$ cat config.mk
export PLATFORM = sky130hd
export DESIGN_NAME = lr35902_iobus_ctl
export DESIGN_NICKNAME = d
export VERILOG_FILES = /design/src/rtl/lr35902_iobus_pkg.sv /design/src/rtl/lr35902_iobus_dec.sv /design/src/rtl/lr35902_iobus_ctl.sv
export SDC_FILE = /design/constraint.sdc
export NUM_CORES = 1
export LEC_CHECK = 0
export ABC_AREA = 1
export CORE_MARGIN = 1.5
export CORE_UTILIZATION = 35
export CTS_BUF_LIST = sky130_fd_sc_hd__clkbuf_4 sky130_fd_sc_hd__clkbuf_8
export CTS_CLUSTER_SIZE = 10
export DETAILED_ROUTE_END_ITERATION = 12
export GPL_ROUTABILITY_DRIVEN = 0
export PLACE_DENSITY = 0.8
export SYNTH_ARGS = -nofsm -noshare
export SYNTH_HDL_FRONTEND = slang
export SYNTH_SLANG_ARGS = --single-unit
$ cat constraint.sdc
create_clock -name clk -period 3.1 [get_ports clk]
set_input_delay 0.31 -clock clk [delete_from_list [all_inputs] [get_ports clk]]
set_output_delay 0.31 -clock clk [all_outputs]
set_load 0.05 [all_outputs]
$ cat src/rtl/lr35902_iobus_pkg.sv
// rtl/lr35902_iobus_pkg.sv - shared FSM encoding and default geometry for the LR35902 I/O bus controller
package lr35902_iobus_pkg;

    typedef enum logic [1:0] {
        ST_IDLE   = 2'd0,
        ST_ACCESS = 2'd1,
        ST_DONE   = 2'd2
    } state_t;

    localparam int DEF_NUM_SLV = 9;
    localparam int DEF_ADR_W   = 8;
    localparam int DEF_DATA_W  = 8;
    localparam int DEF_TIMEOUT = 15;

    // Slot 0 sits in the least significant byte.
    localparam logic [DEF_NUM_SLV*DEF_ADR_W-1:0] DEF_SLV_BASE =
        {8'h01, 8'h00, 8'h04, 8'h10, 8'h40, 8'h50, 8'h80, 8'h0F, 8'hFF};
    localparam logic [DEF_NUM_SLV*DEF_ADR_W-1:0] DEF_SLV_MASK =
        {8'hFE, 8'hFF, 8'hFC, 8'hF0, 8'hF0, 8'hFF, 8'h80, 8'hFF, 8'hFF};

endpackage

$ cat src/rtl/lr35902_iobus_dec.sv
// rtl/lr35902_iobus_dec.sv - masked priority address decoder, lowest matching slot wins
module lr35902_iobus_dec
    import lr35902_iobus_pkg::*;
#(
    parameter int                         NUM_SLV  = DEF_NUM_SLV,
    parameter int                         ADR_W    = DEF_ADR_W,
    parameter logic [NUM_SLV*ADR_W-1:0]   SLV_BASE = DEF_SLV_BASE,
    parameter logic [NUM_SLV*ADR_W-1:0]   SLV_MASK = DEF_SLV_MASK
) (
    input  logic [ADR_W-1:0]   adr,
    output logic [NUM_SLV-1:0] sel,
    output logic               hit
);

    always_comb begin
        sel = '0;
        hit = 1'b0;
        for (int i = 0; i < NUM_SLV; i++) begin
            if (!hit && ((adr & SLV_MASK[i*ADR_W +: ADR_W]) ==
                         (SLV_BASE[i*ADR_W +: ADR_W] & SLV_MASK[i*ADR_W +: ADR_W]))) begin
                sel[i] = 1'b1;
                hit    = 1'b1;
            end
        end
    end

endmodule

$ cat src/rtl/lr35902_iobus_ctl.sv
// rtl/lr35902_iobus_ctl.sv - LR35902 I/O bus controller; optional ready timeout via LR35902_IOBUS_TIMEOUT_EN
module lr35902_iobus_ctl
    import lr35902_iobus_pkg::*;
#(
    parameter int                         NUM_SLV  = DEF_NUM_SLV,
    parameter int                         ADR_W    = DEF_ADR_W,
    parameter int                         DATA_W   = DEF_DATA_W,
    parameter logic [NUM_SLV*ADR_W-1:0]   SLV_BASE = DEF_SLV_BASE,
    parameter logic [NUM_SLV*ADR_W-1:0]   SLV_MASK = DEF_SLV_MASK,
    parameter int                         TIMEOUT  = DEF_TIMEOUT
) (
    input  logic                      clk,
    input  logic                      reset,
    input  logic [ADR_W-1:0]          adr,
    input  logic                      req,
    input  logic                      we,
    input  logic [DATA_W-1:0]         wdata,
    output logic [DATA_W-1:0]         rdata,
    output logic                      ack,
    output logic                      err,
    output logic [NUM_SLV-1:0]        cs,
    output logic                      slv_we,
    output logic [DATA_W-1:0]         slv_wdata,
    input  logic [NUM_SLV*DATA_W-1:0] slv_rdata,
    input  logic [NUM_SLV-1:0]        slv_ready
);

    localparam int              CNT_W   = $clog2(TIMEOUT + 1);
    localparam logic [CNT_W-1:0] CNT_MAX = CNT_W'(TIMEOUT);

    state_t              state, state_nxt;
    logic [NUM_SLV-1:0]  dec_sel;
    logic                dec_hit;
    logic [DATA_W-1:0]   sel_rdata;
    logic                sel_ready;
    logic [CNT_W-1:0]    wait_cnt;
    logic                timeout_hit;
    logic                access_end;

    lr35902_iobus_dec #(
        .NUM_SLV  (NUM_SLV),
        .ADR_W    (ADR_W),
        .SLV_BASE (SLV_BASE),
        .SLV_MASK (SLV_MASK)
    ) u_dec (
        .adr (adr),
        .sel (dec_sel),
        .hit (dec_hit)
    );

    // cs is one-hot, so OR-ing the gated lanes is the mux.
    always_comb begin
        sel_rdata = '0;
        for (int i = 0; i < NUM_SLV; i++) begin
            sel_rdata = sel_rdata | (slv_rdata[i*DATA_W +: DATA_W] & {DATA_W{cs[i]}});
        end
    end

    assign sel_ready = |(cs & slv_ready);

`ifdef LR35902_IOBUS_TIMEOUT_EN
    logic err_q;
    assign timeout_hit = (cs != '0) && !sel_ready && (wait_cnt == CNT_W'(TIMEOUT - 1));
`else
    assign timeout_hit = 1'b0;
`endif

    // An unmapped access has cs==0 and finishes after a single ACCESS cycle.
    assign access_end = (state == ST_ACCESS) && ((cs == '0) || sel_ready || timeout_hit);

    always_ff @(posedge clk) begin
        if (!reset) state <= ST_IDLE;
        else        state <= state_nxt;
    end

    always_comb begin
        state_nxt = state;
        case (state)
            ST_IDLE:   if (req) state_nxt = ST_ACCESS;
            ST_ACCESS: if (access_end) state_nxt = ST_DONE;
            ST_DONE:   state_nxt = ST_IDLE;
            default:   state_nxt = ST_IDLE;
        endcase
    end

    always_comb begin
        ack = (state == ST_DONE);
`ifdef LR35902_IOBUS_TIMEOUT_EN
        err = (state == ST_DONE) && err_q;
`else
        err = 1'b0;
`endif
    end

    always_ff @(posedge clk) begin
        if (!reset) begin
            cs        <= '0;
            slv_we    <= 1'b0;
            slv_wdata <= '0;
            rdata     <= '1;
            wait_cnt  <= '0;
`ifdef LR35902_IOBUS_TIMEOUT_EN
            err_q     <= 1'b0;
`endif
        end else if (state == ST_IDLE && req) begin
            cs        <= dec_hit ? dec_sel : '0;
            slv_we    <= we;
            slv_wdata <= wdata;
            wait_cnt  <= '0;
        end else if (state == ST_ACCESS) begin
            if (wait_cnt != CNT_MAX) wait_cnt <= wait_cnt + 1'b1;
            if (access_end) begin
                cs     <= '0;
                slv_we <= 1'b0;
                // Writes, open-bus and timed-out accesses all read back all-ones.
                rdata  <= (sel_ready && !slv_we) ? sel_rdata : '1;
`ifdef LR35902_IOBUS_TIMEOUT_EN
                err_q  <= timeout_hit;
`endif
            end
        end
    end

endmodule

==> results.ini <==
[logic_synthesis]
netlist_instances=294
yosys_warnings=0
syn_area_um2=1890
synth_area_per_cell_um2=6.43
synthTopCellsByArea=dfxtp_1 30%, nand2_1 22%, nor2_1 7.0%
synth_top_cell_area_share_pct=29.7
synth_nets=395
ys_seq_area_share_pct=29.7
synth_top_area_cell=dfxtp_1
synthDistinctLibCells=28
ys_ff_latch=28

[power]
power_switching_mw=0.301
power_frac_seq_pct=38.8
p_sw_share_pct=29.3
leakage_nw=1.25
power.internal_mw=0.728
pwr-share-clk_pct=27.7
report.power.total_mw=1.03
power_frac_comb_pct=33.6
power.density_nw_per_um2=323
peakVddDrop_mv=0.217

[clock_tree]
holdBufCountCts=0
cts_buffer_depth=2
clk-insertion-delay-late_ps=270
h-tree-depth=1
path_clk_slew_ps=90
cts_tree=built
cts_setup_buffers=0
ctsResizeCount=0
cts_buffers=3
root_buffer=clkbuf_8
clock_sink_count=28

[route]
met1_length_um=2830
drt-wirelength-per-cell_um=13.5
drc=0
wl_met3_um=393
top_layer=met4
ant_nets=0
wl_met2_um=3150
vias_per_cell=4.83
wirelength_um=6470
drtPass1Iterations=4
via_count=2313
drt_iter0_drc=74

[worst_setup_path]
cp_max_fo=12
cp-end-kind=output port
cp.arrival_ps=1860
cp.buffers_inverters=1
crit_family=buffers and inverters
crit_required_ps=2790
critPathKind=flop to output port
crit_path_start_kind=flop
crit_chain=clkdlybuf4s50_1
slowest_delay_ps=920
slowest_stage=clkdlybuf4s50_1

[global_route]
grt_max_degree=21
grt_usage_pct=22.6
grt_first_pass_wirelength_um=10600
grt_pass1_vias=2217
grt-ovfl-total=0
antenna_found_initial=0

[sta]
slew_headroom_pct=59.8
fmaxAchievable_mhz=460
rsz0062_at_grt=false
drv_slew=0
period_minus_slack_ps=2170
period_share_pct=70.1
finalSetupViolations=0
finalHoldViolCount=0
tightest_slew_ps=603
setup_ws_ps=926
finalClockSkew_ps=2.33
fin_tns_setup_ps=0

[final_layout]
final_cell_mix=127 x clkdlybuf4s50_1, 111 x nand2_1, 35 x nor2_1, 28 x dfxtp_1, 24 x nand3_1
final_net_count=511
final_util_pct=61.9
area_growth_pct=68.4
final_common_cell=clkdlybuf4s50_1
drive_above_1_share_pct=8.80
diodes=0

[die]
rows=26
pin_count=129
die-area_um2=5850
die-height_um=76.5
die_x_um=76.5
initial_utilization_pct=36.8
coreArea_um2=5140

[place]
place_ws_ps=1200
hpwlAfterDp_um=5130
port_buffers=127

[hold_path]
hp-class=flop to flop

[job]
cap_violations=0

[status]
run_status=finished, final reports clean

-- layer usage --
metal	vias to the layer above	track usage (%)
li1	1184	-
met1	1032	27.9
met2	89	40.5
met3	8	3.71
met4	0	5.74
met5	-	0
-- logic make-up after synthesis --
group / count (synthesis) / share of synthesized area [%]
compound gates: 29 / 10.1
simple gates: 208 / 50.2
buf+inv: 28 / 9.80
flops: 28 / 29.7
other cells: 1 / 0.198
-- power groups by stage --
stage / combinational (mW) / sequential (mW) / clock [mW]
floorplan: 0.101 / 0.473 / 0
global placement: 0.343 / 0.407 / 0
detailed placement: 0.346 / 0.407 / 0
CTS: 0.347 / 0.399 / 0.291
global route: 0.371 / 0.403 / 0.299
finish: 0.345 / 0.399 / 0.285
-- state kept, by name, summed over array words and instances (netlist names) --
name	count
state	2
slv_we	1
rdata	8
slv_wdata	8
cs	9
-- worst paths after layout --
check	startpoint	end	slack, ps	cells after the start
hold reg to reg	slv_wdata[0]$_SDFFE_PN0P_	slv_wdata[0]$_SDFFE_PN0P_	490	2
setup reg to reg	cs[4]$_SDFFE_PN0P_	rdata[6]$_SDFFE_PN1P_	1230	8
hold / removal	slv_wdata[0]$_SDFFE_PN0P_	slv_wdata[0]$_SDFFE_PN0P_	490	2
setup / recovery	cs[4]$_SDFFE_PN0P_	cs[4]	930	1
-- per-stage QoR --
stage | hold WS (ps) | instances | instance area [um2]
after floorplan | 449 | 294 | 1890
after global placement | 460 | 475 | 3110
after detailed placement | 468 | 475 | 3110
after CTS | 492 | 479 | 3180
after global routing | 519 | 479 | 3180
final | 490 | 479 | 3180
-- area by class of cell --
type	count	area [um2]
Fill cell	503	1960
Timing Repair Buffer	127	1270
Multi-Input combinational cell	238	1140
Sequential cell	28	561
Tap cell	70	87.6
Inverter	12	47.5
Clock buffer	3	41.3
Clock inverter	1	30.0
-- Yosys cell counts (all sizes together) --
| cell type | n |
|---|---|
| a21oi | 19 |
| and2 | 1 |
| buf | 14 |
| clkbuf | 2 |
| conb | 1 |
| dfxtp | 28 |
| inv | 12 |
| nand2 | 116 |
| nand3 | 36 |
| nand3b | 2 |
| nand4 | 10 |
| nor2 | 36 |
| nor3 | 4 |
| nor4 | 1 |
| o21a | 1 |
| o21ai | 8 |
| o21bai | 1 |
| or2 | 2 |
No activity file was read; power rests on OpenSTA's default activity.
